## src/rtl/mac_burst_feeder_if.sv

```systemverilog
// Handshake bundle between the host / burst counter and mac_burst_feeder.
// The master side writes operands, launches bursts and returns the en_y
// acknowledge. The slave side (the feeder) streams data and reports status.
interface mac_burst_feeder_if #(
  parameter int DATA_W = 16
);
  logic              wr_en;
  logic [DATA_W-1:0] wr_data;
  logic              start;
  logic              en_y;
  logic [DATA_W-1:0] data_out;
  logic              done;
  logic              busy;
  logic              buf_full;
  logic              burst_cmp;
  logic              timeout_err;

  modport master (
    output wr_en, wr_data, start, en_y,
    input  data_out, done, busy, buf_full, burst_cmp, timeout_err
  );

  modport slave (
    input  wr_en, wr_data, start, en_y,
    output data_out, done, busy, buf_full, burst_cmp, timeout_err
  );
endinterface

```

## src/rtl/mac_burst_feeder.sv

```systemverilog
// Transmit side of the done/en_y burst protocol. Buffers BURST_LEN operands
// from the host, then on start streams them onto data_out with a one-cycle
// done pulse per value, spaced by GAP idle cycles. After the last pulse it
// waits for the counter's en_y acknowledge (or gives up after TIMEOUT cycles,
// raising a sticky error) and returns to idle for the next burst.
module mac_burst_feeder #(
  parameter int DATA_W    = 16,
  parameter int BURST_LEN = 7,
  parameter int GAP       = 1,
  parameter int TIMEOUT   = 15
) (
  input  logic               clk,
  input  logic               reset,
  mac_burst_feeder_if.slave  bus
);

  localparam int PTR_W  = $clog2(BURST_LEN + 1);
  localparam int IDX_W  = $clog2(BURST_LEN);
  localparam int GAP_W  = (GAP > 1) ? $clog2(GAP) : 1;
  localparam int WAIT_W = (TIMEOUT > 1) ? $clog2(TIMEOUT) : 1;

  typedef enum logic [1:0] {
    ST_IDLE,
    ST_SEND,
    ST_GAP,
    ST_WAIT_EN
  } state_e;

  state_e              state_q;
  logic [PTR_W-1:0]    wr_ptr_q;
  logic [PTR_W-1:0]    rd_ptr_q;
  logic [GAP_W-1:0]    gap_cnt_q;
  logic [WAIT_W-1:0]   wait_cnt_q;
  logic [DATA_W-1:0]   data_out_q;
  logic                done_q;
  logic                burst_cmp_q;
  logic                timeout_err_q;

  logic [DATA_W-1:0]   mem [BURST_LEN];

  logic                buf_full;
  logic                mem_we;
  logic [PTR_W-1:0]    rd_next;
  logic [IDX_W-1:0]    wr_idx;
  logic [IDX_W-1:0]    rd_idx;
  logic [IDX_W-1:0]    rd_next_idx;

  // Buffer is full once every slot has been written since the last burst.
  assign buf_full    = (wr_ptr_q == PTR_W'(BURST_LEN));

  // Host writes land only in IDLE with room left. When the buffer is already
  // full a simultaneous start wins and the write is simply dropped here.
  assign mem_we      = (state_q == ST_IDLE) && bus.wr_en && !buf_full && !reset;

  assign rd_next     = rd_ptr_q + PTR_W'(1);
  assign wr_idx      = wr_ptr_q[IDX_W-1:0];
  assign rd_idx      = rd_ptr_q[IDX_W-1:0];
  assign rd_next_idx = rd_next[IDX_W-1:0];

  // Operand buffer write port.
  // NOTE: the buffer has no reset; entries are always written before a burst
  // can be launched, so clearing them would only add reset fan-out.
  always_ff @(posedge clk) begin
    if (mem_we) begin
      mem[wr_idx] <= bus.wr_data;
    end
  end

  // Burst sequencer: state, pointers, counters and all registered outputs.
  // NOTE: every assignment here is non-blocking so all registers update from
  // the same pre-edge values regardless of statement order.
  always_ff @(posedge clk) begin
    if (reset) begin
      state_q       <= ST_IDLE;
      wr_ptr_q      <= '0;
      rd_ptr_q      <= '0;
      gap_cnt_q     <= '0;
      wait_cnt_q    <= '0;
      data_out_q    <= '0;
      done_q        <= 1'b0;
      burst_cmp_q   <= 1'b0;
      timeout_err_q <= 1'b0;
    end else begin
      // Pulses last exactly one cycle unless a branch below re-asserts them.
      done_q      <= 1'b0;
      burst_cmp_q <= 1'b0;

      case (state_q)
        ST_IDLE: begin
          if (bus.start && buf_full) begin
            // First value goes out the cycle after start is sampled.
            state_q    <= ST_SEND;
            done_q     <= 1'b1;
            data_out_q <= mem[rd_idx];
          end else if (mem_we) begin
            wr_ptr_q   <= wr_ptr_q + PTR_W'(1);
          end
        end

        ST_SEND: begin
          rd_ptr_q <= rd_next;
          if (rd_ptr_q == PTR_W'(BURST_LEN - 1)) begin
            state_q    <= ST_WAIT_EN;
            wait_cnt_q <= '0;
          end else if (GAP > 0) begin
            state_q    <= ST_GAP;
            gap_cnt_q  <= GAP_W'(GAP - 1);
          end else begin
            // Back-to-back pulses: stay in SEND and present the next value.
            done_q     <= 1'b1;
            data_out_q <= mem[rd_next_idx];
          end
        end

        ST_GAP: begin
          // data_out holds the last value while the gap runs down.
          if (gap_cnt_q == '0) begin
            state_q    <= ST_SEND;
            done_q     <= 1'b1;
            data_out_q <= mem[rd_idx];
          end else begin
            gap_cnt_q  <= gap_cnt_q - GAP_W'(1);
          end
        end

        ST_WAIT_EN: begin
          if (bus.en_y) begin
            state_q     <= ST_IDLE;
            burst_cmp_q <= 1'b1;
            wr_ptr_q    <= '0;
            rd_ptr_q    <= '0;
          end else if (wait_cnt_q == WAIT_W'(TIMEOUT - 1)) begin
            // Counter never acknowledged: abandon the burst, flag it sticky.
            state_q       <= ST_IDLE;
            timeout_err_q <= 1'b1;
            wr_ptr_q      <= '0;
            rd_ptr_q      <= '0;
          end else begin
            wait_cnt_q    <= wait_cnt_q + WAIT_W'(1);
          end
        end

        default: begin
          state_q <= ST_IDLE;
        end
      endcase
    end
  end

  assign bus.data_out    = data_out_q;
  assign bus.done        = done_q;
  assign bus.busy        = (state_q != ST_IDLE);
  assign bus.buf_full    = buf_full;
  assign bus.burst_cmp   = burst_cmp_q;
  assign bus.timeout_err = timeout_err_q;

endmodule

```

## src/flat_wrapper.sv

```systemverilog
// flat-port wrapper written by rule: the top's interface ports become plain ports
module mac_burst_feeder_flat 
#(
  parameter int DATA_W    = 16,
  parameter int BURST_LEN = 7,
  parameter int GAP       = 1,
  parameter int TIMEOUT   = 15
)
  (clk, reset, bus_wr_en, bus_wr_data, bus_start, bus_en_y, bus_data_out, bus_done, bus_busy, bus_buf_full, bus_burst_cmp, bus_timeout_err);
  mac_burst_feeder_if #(.DATA_W(DATA_W)) bus_i ();
  input  logic clk;
  input  logic reset;
  input wire logic [$bits(bus_i.wr_en)-1:0] bus_wr_en;
  input wire logic [$bits(bus_i.wr_data)-1:0] bus_wr_data;
  input wire logic [$bits(bus_i.start)-1:0] bus_start;
  input wire logic [$bits(bus_i.en_y)-1:0] bus_en_y;
  output wire logic [$bits(bus_i.data_out)-1:0] bus_data_out;
  output wire logic [$bits(bus_i.done)-1:0] bus_done;
  output wire logic [$bits(bus_i.busy)-1:0] bus_busy;
  output wire logic [$bits(bus_i.buf_full)-1:0] bus_buf_full;
  output wire logic [$bits(bus_i.burst_cmp)-1:0] bus_burst_cmp;
  output wire logic [$bits(bus_i.timeout_err)-1:0] bus_timeout_err;
  assign bus_i.wr_en = bus_wr_en;
  assign bus_i.wr_data = bus_wr_data;
  assign bus_i.start = bus_start;
  assign bus_i.en_y = bus_en_y;
  assign bus_data_out = bus_i.data_out;
  assign bus_done = bus_i.done;
  assign bus_busy = bus_i.busy;
  assign bus_buf_full = bus_i.buf_full;
  assign bus_burst_cmp = bus_i.burst_cmp;
  assign bus_timeout_err = bus_i.timeout_err;
  mac_burst_feeder #(.DATA_W(DATA_W), .BURST_LEN(BURST_LEN), .GAP(GAP), .TIMEOUT(TIMEOUT)) u_core (.clk(clk), .reset(reset), .bus(bus_i));
endmodule
```

## config.mk

```make
export PLATFORM = sky130hd
export DESIGN_NAME = mac_burst_feeder_flat
export DESIGN_NICKNAME = d
export VERILOG_FILES = /design/src/rtl/mac_burst_feeder_if.sv /design/src/rtl/mac_burst_feeder.sv /design/src/flat_wrapper.sv
export SDC_FILE = /design/constraint.sdc
export NUM_CORES = 1
export LEC_CHECK = 0
export CAP_MARGIN = 20
export CORE_MARGIN = 1
export CORE_UTILIZATION = 58
export DETAILED_ROUTE_END_ITERATION = 10
export GPL_ROUTABILITY_DRIVEN = 0
export PLACE_DENSITY = 0.84
export SYNTH_ARGS = -nofsm -noshare
export SYNTH_HDL_FRONTEND = slang
export SYNTH_SLANG_ARGS = --single-unit
```

## constraint.sdc

```tcl
create_clock -name clk -period 3.65 [get_ports clk]
set_input_delay 1.095 -clock clk [delete_from_list [all_inputs] [get_ports clk]]
set_output_delay 1.095 -clock clk [all_outputs]
set_load 0.02 [all_outputs]
```

Yosys cells after proc, flatten, opt, wreduce, memory -nomap -nowiden:

Memories as Yosys holds them, arrays and structs flattened. A register that Yosys moved wholly into a read port is not among the register bits.
Cells that the tools add are included.
W data, S select, Z words.

* ROM bits: 0
* bits of input ports: 21
* word-level logic and storage cells: 81
* output and inout port bits: 21
* memories kept: 1
* memory bits (writable): 112
* bits in registers: 32
* latch bits: 0

* div/mod/pow operators: 0
* magnitude comparators: 0
* muxes and demuxes: 30
* eq/ne operators: 15
* add/subtract/negate cells: 4
* reduce and logical (&&, ||, !) cells: 20
* shifts and indexed selects: 0
* multipliers: 0
* bitwise operators: 2

Memory list
* u_core.mem: words 7, bits a word 16, read ports 1, clocked after Yosys merged registers in 1, wr ports 1, RTL line mac_burst_feeder.sv:39 `logic [DATA_W-1:0] mem [BURST_LEN];`

Operators by type and width (number)
* $mux W16: 2
* $pmux W16 S2: 1
* $mux W3: 6
* $mux W4: 3
* $ne A2 B2 Y1 const B: 6
* $pmux W3 S2: 2
* $reduce_bool A2 Y1: 5
* $reduce_and A3 Y1: 3
* $mux W1: 8
* $mux W2: 4
* $pmux W2 S4: 1
* $pmux W4 S2: 1
* $reduce_and A4 Y1: 2
* $add A3 B1 Y3 const B: 2
* $eq A3 B3 Y1 const B: 2
* $add A4 B1 Y4 const B: 1
* $eq A2 B2 Y1 const B: 2
* $eq A4 B4 Y1 const B: 1
* $logic_and A1 B1 Y1: 4
* $ne A2 B1 Y1 const B: 2
* $pmux W1 S2: 2
* $reduce_and A2 Y1: 2
* $ne A3 B2 Y1 const B: 1
* $eq A2 B1 Y1 const B: 1
* other kinds (5): 7

Logic depth before layout (Yosys ltp):

Gate-level depths: netlist of run 1.

* depth after elaboration: 7
* depth in mapped cells: 7
* gate-level depth less buffers: 6

Worst setup path before layout of run 1:

No wires, ideal clock.

* path type: input-to-reg
* start point: input reset
* end point: memory u_core.mem[0][0], enable pin
* path buffers: 0
* stages: 3
* data arrival time: 2998 ps
* required time: 3241 ps
* library setup time: 409 ps
* slack: 242 ps
* cells stage by stage: or3b_4 -> or3_1 -> nor3_1

* longest elaborated chain between the ends: 4

Ends and longest elaborated chain
* start: declaration: RTL line flat_wrapper.sv:12 `input logic reset;`
* $logic_not A1 Y1: RTL line mac_burst_feeder.sv:53 `assign mem_we = (state_q == ST_IDLE) && bus.wr_en && !buf_full && !reset;`
* $logic_and A1 B1 Y1: RTL line mac_burst_feeder.sv:53
* $mux W1: RTL line mac_burst_feeder.sv:64 `if (mem_we) begin`
* $mux W1 (not written as such): RTL line mac_burst_feeder.sv:65 `mem[wr_idx] <= bus.wr_data;`
* end: declaration: RTL line mac_burst_feeder.sv:39

Every way passes these cells.

Worst setup path in the final report of run 1:

* start point: register u_core.state_q[0]
* end point: output bus_busy

* longest elaborated chain between the ends: 1

Ends and longest elaborated chain
* start: declaration: RTL line mac_burst_feeder.sv:29 `state_e state_q;`
* start signal: assignment: RTL line mac_burst_feeder.sv:74 `state_q <= ST_IDLE;`
* start signal: assignment: RTL line mac_burst_feeder.sv:92 `state_q <= ST_SEND;`
* start signal: assignment: RTL line mac_burst_feeder.sv:103 `state_q <= ST_WAIT_EN;`
* $reduce_bool A2 Y1: RTL line mac_burst_feeder.sv:152 `assign bus.busy = (state_q != ST_IDLE);`
* end: declaration: RTL line flat_wrapper.sv:19 `output wire logic [$bits(bus_i.busy)-1:0] bus_busy;`

Every way passes these cells.

==> flow_summary.toml, run 1 <==
[global_route]
grt.overflow.total = 0
grt_pass1_wl_um = 18080
grt_max_degree = 49
grt_pass1_vias = 3319
grt_usage_pct = 24.95
grt_antenna_before_repair = 0

[setup_path]
critPathBufInv = 3
worst-setup-path-type = "reg -> out"
crit_required_ps = 2550
start_kind = "register"
critPathSlowestCell = "clkdlybuf4s50_1"
cp_max_fo = 5
critPathMostFrequentCell = "inv_1"
crit_path_max_incr_delay_ps = 620
crit_chain = "inv_1 -> ha_1 -> inv_1 -> clkdlybuf4s50_1"
timing.rr.start = "u_core.wr_idx[1]"
critical-path-top-delay-family = "buffers and inverters"
cp.arrival_ps = 2120
critPathCaptureType = "output port"
cp-startpoint = "u_core.state_q[0]"

[synthesis]
synth_top_area_share_pct = 58.54
ys.flop_type = "edfxtp_1"
synthArstFlopShare_pct = 0
yosys.cell_types.count = 37
synth_edf_count = 112
synth_seq_cells = 146
synthCells = 364
yosys.area.top_type = "edfxtp_1"
syn_area_per_cell_um2 = 15.78
yosys-top-cells-area = "edfxtp_1 59%, dfxtp_1 12%, mux4_2 6.3%"
yosysWarnings = 0
synth_seq_area_share_pct = 70.38
syn_area_um2 = 5746
synthesis.nets = 395

[route]
drc_errors = 0
dr.pass1.iters = 5
routedWlPerCell_um = 20.87
num_vias = 3336
drt_iter0_markers = 240
vias_per_cell = 5.957
wl_um = 11690
antenna_left = 0

[clock_network]
clock_sinks = 146
postCtsHoldBufs = 0
numCtsBuffers = 17
cts_resized = 0
cts.clk_slew.worst_paths_ps = 60
h-tree-depth = 4
post-cts-setup-buffers = 0
cts_buffer_depth = 2
cts_tree = "built"
cts_root_buf = "clkbuf_8"
clk_latency_ps = 520

[timing]
fin_ws_ps = 435.9
fmax_ghz = 0.3111
rsz0062_at_grt = "false"
period_needed_ps = 3214
finalSetupTns_ps = 0
setup_viol = 0
maxSlewViolCount = 0
tightest_slew_ps = 1061
skew_ps = 8.285
timing.hold.ws_ps = 481.7
hold_viol_final = 0
fin_crit_sh_pct = 88.06
slew_headroom_pct = 29.24

[finish]
finish.utilization_pct = 73.66
final_common_cell = "edfxtp_1"
design_area_um2 = 6935
mostFrequentLayoutCells = "112 x edfxtp_1, 41 x clkdlybuf4s50_1, 34 x nor2_1"
nFillCells = 551
nets = 450
syn_to_final_growth_pct = 20.71
layout-drive-gt1-share_pct = 17.63
diodes = 0

[floorplan]
core.rowCount = 35
initial_core_util_pct = 61.02
dieWidth_um = 101.5
core_um2 = 9415
ios = 42
die_area_um2 = 10310
die_h_um = 101.5

[power_and_ir_drop]
comb_power_share_pct = 11.9
ir_worst_vdd_mv = 0.3743
clkPwrFrac_pct = 40.8
p_switching_w = 0.001001
swShare_pct = 24.15
seqPwrFrac_pct = 47.3
leakagePower_nw = 2.215
pwr_density_cell_nw_per_um2 = 597.3
p_int_w = 0.003142

[worst_hold_path]
min_from = "u_core.bus.timeout_err"
min_path_type = "reg -> reg"

[placed_design]
dpl.hpwl_um = 7213
place_ws_ps = 505.1
placed_area_um2 = 6314
io_buffer_count = 41

[run_status]
outcome = "finished, final reports clean"

[job]
max_cap_violations = 0
## per-stage QoR
| stage | total power [W] | cells |
|---|---|---|
| 6_report | 0.004142 | 560 |
| 4_1_cts | 0.004150 | 558 |
| 5_1_grt | 0.004267 | 560 |
| 3_5_place_dp | 0.002459 | 527 |
| 3_3_place_gp | 0.002441 | 527 |
| 2_1_floorplan | 0.002319 | 364 |
## worst register-to-register path: stages (launching register included)
cell     delay [ps]
dfxtp_1         390
ha_1            220
ha_1            260
or3b_4          460
or3_1           420
nor2_1          230
buf_4           230
## per-layer routing
layer	wire length (um)	GRT usage, %
met2	5648	37.68
met4	143	9.253
met1	5037	34.88
met5	0	0
met3	858	7.039
## cell type report
type | count | area, um^2 | share of cell area (%)
inverters | 7 | 26.28 | 0.3789
flip-flops and latches | 146 | 4046 | 58.34
multi-input cells | 192 | 1579 | 22.77
clock buffers | 18 | 417.9 | 6.026
repair buffers | 55 | 543.0 | 7.830
well taps | 129 | 161.4 | 2.327
clock inverters | 13 | 161.4 | 2.327
## cell usage after synthesis (2+ instances only)
cell	number
a311oi_1	3
dfxtp_1	34
nand2b_1	7
mux4_2	16
inv_1	7
nand2_1	21
nand4_1	2
nor3_1	2
nand3_1	4
mux2i_1	19
a21oi_1	5
buf_4	2
edfxtp_1	112
and3_1	2
o211ai_1	7
o21ai_1	19
nand3b_1	2
ha_1	10
a211oi_1	16
buf_8	2
clkbuf_1	12
a22oi_1	3
nor2_1	34
o211ai_2	10
## flip-flops by register name, summed over array words and instances, names as in the netlist, 2 cells and up, named ones only
register	count
u_core.state_q	2
u_core.mem	112
u_core.wait_cnt_q	4
u_core.wr_idx	3
u_core.rd_idx	3
u_core.bus.data_out	16
## kinds of logic (layout without fill, tap and decap cells)
| group | after synthesis | in the layout | share of synthesized area [%] |
|---|---|---|---|
| AO/OA/AOI/OAI | 66 | 66 | 8.907 |
| XOR/XNOR | 2 | 2 | 0.3049 |
| adder cells (fa/ha/maj) | 10 | 10 | 2.178 |
| buffers and inverters | 26 | 93 | 2.374 |
| flip-flops | 146 | 146 | 70.38 |
| multiplexers | 35 | 35 | 9.582 |
| AND/OR/NAND/NOR | 79 | 79 | 6.272 |
## path summary, 6_finish.rpt
kind                       endpoint  slack, ps  cells past startpoint
max reg2reg        u_core.mem[2][7]       1150                      6
min          u_core.bus.timeout_err        480                      2
min reg2reg  u_core.bus.timeout_err        480                      2
max                        bus_busy        440                      4
## power groups by stage
stage	logic (W)	registers [W]	clock network, W
after global routing	0.000520	0.00197	0.00177
after detailed placement	0.000462	0.00200	0
after floorplan	0.000397	0.00192	0
after CTS	0.000476	0.00197	0.00171
final	0.000492	0.00196	0.00169
after global placement	0.000448	0.00199	0
Power figures use the tool's default switching activity.
==> inputs of run 2 (changes only) <==
==> constraint.sdc (replaced) <==
create_clock -name clk -period 3.65 [get_ports clk]
set_input_delay 1.095 -clock clk [delete_from_list [all_inputs] [get_ports clk]]
set_output_delay 1.095 -clock clk [all_outputs]
set_load 0.1 [all_outputs]
==> flow_summary.toml, run 2 (same netlist as run 1, synthesis figures left out) <==
[setup_path]
critPathMostFrequentCell = "ha_1"
cp_max_fo = 7
crit_required_ps = 2550
start_kind = "register"
critPathSlowestCell = "dfxtp_1"
worst-setup-path-type = "reg -> out"
cp.arrival_ps = 1840
critPathCaptureType = "output port"
crit_chain = "ha_1 -> ha_1 -> buf_4"
crit_path_max_incr_delay_ps = 540

[global_route]
grt_antenna_before_repair = 0
grt.overflow.total = 0
grt_busiest_layer = "met2"
grt_use_met1_pct = 33.01
grt_max_degree = 49
grt_pass1_wl_um = 17130
grt_pass1_vias = 3161
use_met2_pct = 36.02
grt_usage_pct = 23.76
grt_util_met3_pct = 5.935

[timing]
fmax_ghz = 0.3412
setup_viol = 0
finalSetupTns_ps = 0
period_needed_ps = 2931
maxSlewViolCount = 0
timing.hold.ws_ps = 478.8
tightest_slew_ps = 1022
rsz0062_at_grt = "false"
hold_viol_final = 0
fin_crit_sh_pct = 80.29
skew_ps = 10.26
slew_headroom_pct = 31.89

[finish]
mostFrequentLayoutCells = "112 x edfxtp_1, 34 x nor2_1, 33 x buf_4"
design_area_um2 = 6858
largest_reg_flops = 112
final_common_cell = "edfxtp_1"
layout-drive-gt1-share_pct = 22.63
largest_register = "u_core.mem"
syn_to_final_growth_pct = 19.36
diodes = 0
finish.utilization_pct = 72.84
nets = 451

[route]
num_vias = 3294
drt_iter0_markers = 262
routedWlPerCell_um = 19.84
wl_um = 11150
vias_per_cell = 5.861
drc_errors = 0
dr.pass1.iters = 5
antenna_left = 0

[power_and_ir_drop]
comb_power_share_pct = 14.6
p_switching_w = 0.001042
swShare_pct = 25.69
pwr_density_cell_nw_per_um2 = 591.4
ir_worst_vdd_mv = 0.3569
p_int_w = 0.003014
clkPwrFrac_pct = 38.4
seqPwrFrac_pct = 47.0
leakagePower_nw = 2.239

[floorplan]
dieWidth_um = 101.5
core_um2 = 9415
ios = 42
initial_core_util_pct = 61.02
die_h_um = 101.5
die_area_um2 = 10310
core.rowCount = 35

[clock_network]
cts_buffer_depth = 2
h-tree-depth = 4
post-cts-setup-buffers = 0
clock_sinks = 146
cts_resized = 0
cts.clk_slew.worst_paths_ps = 70
numCtsBuffers = 17
clk_latency_ps = 520
postCtsHoldBufs = 0
cts_root_buf = "clkbuf_8"
cts_tree = "built"

[job]
max_cap_violations = 0

[run_status]
outcome = "finished, final reports clean"

[placed_design]
dpl.hpwl_um = 7192
io_buffer_count = 41
placed_area_um2 = 6261

[worst_hold_path]
min_path_type = "reg -> reg"
==> run 2: cell count changes in the layout (fill, tap and decap cells not counted) <==
cell and change:
buf_12 +1, buf_4 +21, bufinv_16 -2, clkbuf_1 +1
clkdlybuf4s50_1 -21, clkinv_2 +1, clkinv_4 -1, clkinvlp_4 +2
==> run 2: power by group through the flow <==
stage	clock, W	sequential (W)	combinational, W
after global placement	0	0.00199	0.000491
after detailed placement	0	0.00200	0.000506
final	0.00156	0.00191	0.000591
after global routing	0.00164	0.00191	0.000631
after floorplan	0	0.00194	0.000423
after CTS	0.00158	0.00197	0.000510
==> run 2: metal layers <==
metal / part of all wire (%) / wire length, um / up-vias
met1: 43 / 4813 / 1617
met3: 6.9 / 770 / 17
li1: - / - / 1526
met4: 1.8 / 198 / 0
met5: 0 / 0 / -
met2: 48 / 5366 / 134
==> run 2: worst max-delay path, delay by kind of cell, from the launching register on <==
family,cells,cell delay [ps]
adders and majority gates,2,460
buffers and inverters,1,320
DFF,1,540
==> run 2: final cells by class <==
type	count	area [um^2]
Clock buffer	19	421.7
Clock inverter	13	112.6
Fill cell	563	2557
Inverter	7	26.28
Multi-Input combinational cell	192	1579
Sequential cell	146	4046
Tap cell	129	161.4
Timing Repair Buffer	56	510.5
==> run 2: metrics by stage <==
| stage | total power [W] | std cells | setup slack (ps) |
|---|---|---|---|
| 2_1_floorplan | 0.002363 | 364 | 65.03 |
| 3_3_place_gp | 0.002485 | 527 | 542.7 |
| 3_5_place_dp | 0.002505 | 527 | 491.7 |
| 4_1_cts | 0.004054 | 559 | 719.8 |
| 5_1_grt | 0.004188 | 562 | 659.4 |
| 6_report | 0.004055 | 562 | 719.4 |
==> run 2: final timing paths <==
check | start | end | slack, ps | cells after the start
worst min-delay path | u_core.bus.timeout_err | u_core.bus.timeout_err | 480 | 2
worst min register to register | u_core.bus.timeout_err | u_core.bus.timeout_err | 480 | 2
worst max register to register | u_core.wr_idx[1] | u_core.mem[2][7] | 1090 | 6
worst max-delay path | u_core.wr_idx[1] | bus_buf_full | 720 | 3
==> inputs of run 3 (changes only) <==
--- a/config.mk
+++ b/config.mk
@@ -7,10 +7,10 @@
 export LEC_CHECK = 0
 export CAP_MARGIN = 20
 export CORE_MARGIN = 1
-export CORE_UTILIZATION = 58
+export CORE_UTILIZATION = 52
 export DETAILED_ROUTE_END_ITERATION = 10
 export GPL_ROUTABILITY_DRIVEN = 0
-export PLACE_DENSITY = 0.84
+export PLACE_DENSITY = 0.8
 export SYNTH_ARGS = -nofsm -noshare
 export SYNTH_HDL_FRONTEND = slang
 export SYNTH_SLANG_ARGS = --single-unit
==> constraint.sdc (replaced) <==
create_clock -name clk -period 2.4 [get_ports clk]
set_input_delay 0.72 -clock clk [delete_from_list [all_inputs] [get_ports clk]]
set_output_delay 0.72 -clock clk [all_outputs]
set_load 0.1 [all_outputs]
==> flow_summary.toml, run 3 (same netlist as run 1, synthesis figures left out) <==
[run_status]
outcome = "complete, but fails checks"
violations = "design-rule violations"

[global_route]
grt_max_degree = 31
grt_usage_pct = 21.24
grt_antenna_before_repair = 0
use_met2_pct = 32.72
grt_busiest_layer = "met2"
grt_pass1_wl_um = 17200
grt.overflow.total = 0
grt_use_met1_pct = 27.56
grt_util_met3_pct = 6.809
grt_pass1_vias = 3314

[timing]
finalSetupTns_ps = 0
period_needed_ps = 2329
fmax_ghz = 0.4293
skew_ps = 10.10
maxSlewViolCount = 0
tightest_slew_ps = 630.7
setup_viol = 0
rsz0062_at_grt = "false"
slew_headroom_pct = 57.95
fin_crit_sh_pct = 97.05
hold_viol_final = 0

[power_and_ir_drop]
seqPwrFrac_pct = 46.1
ir_worst_vdd_mv = 0.6388
p_int_w = 0.004665
clkPwrFrac_pct = 39.9
swShare_pct = 26.59
leakagePower_nw = 2.279
comb_power_share_pct = 14.0
pwr_density_cell_nw_per_um2 = 897.6
p_switching_w = 0.001689

[finish]
nFillCells = 705
final_common_cell = "edfxtp_1"
layout-drive-gt1-share_pct = 25.87
stdcell_count = 573
nets = 451
mostFrequentLayoutCells = "112 x edfxtp_1, 31 x dfxtp_1, 29 x nor2_1"
syn_to_final_growth_pct = 23.21
largest_register = "u_core.mem"
largest_reg_flops = 112
diodes = 0

[floorplan]
initial_core_util_pct = 53.23
core.rowCount = 38
die_h_um = 107.1
die_area_um2 = 11470
dieWidth_um = 107.1
ios = 42
core_um2 = 10790

[setup_path]
crit_required_ps = 2640
cp.arrival_ps = 2570
start_kind = "register"
critPathCaptureType = "register"
crit_chain = "ha_4 -> ha_4 -> or3b_4 -> or3_4 -> nor3_4 -> buf_12"
cp_max_fo = 16
worst-setup-path-type = "reg -> reg"
critPathMostFrequentCell = "ha_4"
critPathBufInv = 1
critical-path-top-delay-family = "simple AND/OR/NAND/NOR gates"
critPathSlowestCell = "or3_4"
crit_path_max_incr_delay_ps = 480

[clock_network]
clock_sinks = 146
cts.clk_slew.worst_paths_ps = 70
cts_root_buf = "clkbuf_8"
numCtsBuffers = 17
post-cts-setup-buffers = 0
cts_tree = "built"
cts_buffer_depth = 2
h-tree-depth = 4
clk_latency_ps = 530
postCtsHoldBufs = 0

[placed_design]
io_buffer_count = 41
dpl.hpwl_um = 7155
dp_cells = 541

[route]
routedWlPerCell_um = 19.11
drc_errors = 1
num_vias = 3288
antenna_left = 0
dr.pass1.iters = 10
wl_um = 10950
vias_per_cell = 5.738
drt_iter0_markers = 356

[job]
max_cap_violations = 0

[worst_hold_path]
min_path_type = "reg -> reg"
[run 3: cell count changes in the layout (fill, tap and decap cells not counted), moves of 3 or more]
cell	previous run	this run
buf_12	1	11
buf_4	33	25
inv_8	0	5
nor2_1	34	29
clkinv_2	3	0
clkinvlp_4	5	2
ha_1	10	7
nor2_4	0	3
[run 3: repair_timing]
| item | CTS | global route |
|---|---|---|
| pin swaps | 0 | 0 |
| setup endpoints to repair | 1 | 1 |
| gates resized for setup | 1 | 1 |
[run 3: power groups by stage]
stage                     logic, W  registers [W]  clock network [W]
after floorplan           0.000663        0.00296                  0
after global placement    0.000866        0.00298                  0
after detailed placement  0.000885        0.00298                  0
after CTS                 0.000897        0.00293            0.00257
after global routing      0.000954        0.00294            0.00270
final                     0.000893        0.00293            0.00253
[run 3: path summary, 6_finish.rpt]
path                          startpoint                endpoint  slack [ps]  cells after the start
setup / recovery        u_core.wr_idx[0]        u_core.mem[0][8]          70                      6
hold / removal    u_core.bus.timeout_err  u_core.bus.timeout_err         490                      2
setup reg to reg        u_core.wr_idx[0]        u_core.mem[0][8]          70                      6
hold reg to reg   u_core.bus.timeout_err  u_core.bus.timeout_err         490                      2
[run 3: final cells by class]
cell class | count | area, um^2 | share of cell area [%]
Sequential cell | 146 | 4048 | 57.18
Multi-Input combinational cell | 192 | 1645 | 23.24
Timing Repair Buffer | 56 | 608.1 | 8.590
Inverter | 7 | 26.28 | 0.3712
Clock buffer | 17 | 414.1 | 5.850
Clock inverter | 15 | 162.7 | 2.298
Tap cell | 140 | 175.2 | 2.474
[run 3: stage by stage]
step | hold WS (ps) | worst slack [ps] | utilization [%] | area [um^2] | power (W)
CTS | 498.8 | 0.9562 | 65.57 | 7077 | 0.006403
global placement | 451.8 | -362.5 | 60.22 | 6500 | 0.003846
global route | 509.3 | 16.05 | 65.59 | 7079 | 0.006596
floorplan | 487.0 | -152.8 | - | 5821 | 0.003621
detailed placement | 481.6 | -410.7 | 60.22 | 6500 | 0.003870
finish | 487.1 | 70.79 | 65.59 | 7079 | 0.006355
[run 3: tightest hold or removal path, stage by stage, from the launching register on]
cell and delay, ps:
dfxtp_1 330, a21oi_1 40, nor2_1 70
[run 3: layer usage]
layer | up-vias | wire, um
met2 | 121 | 5417
met5 | - | 0
li1 | 1527 | -
met3 | 21 | 664
met1 | 1619 | 4620
met4 | 0 | 248
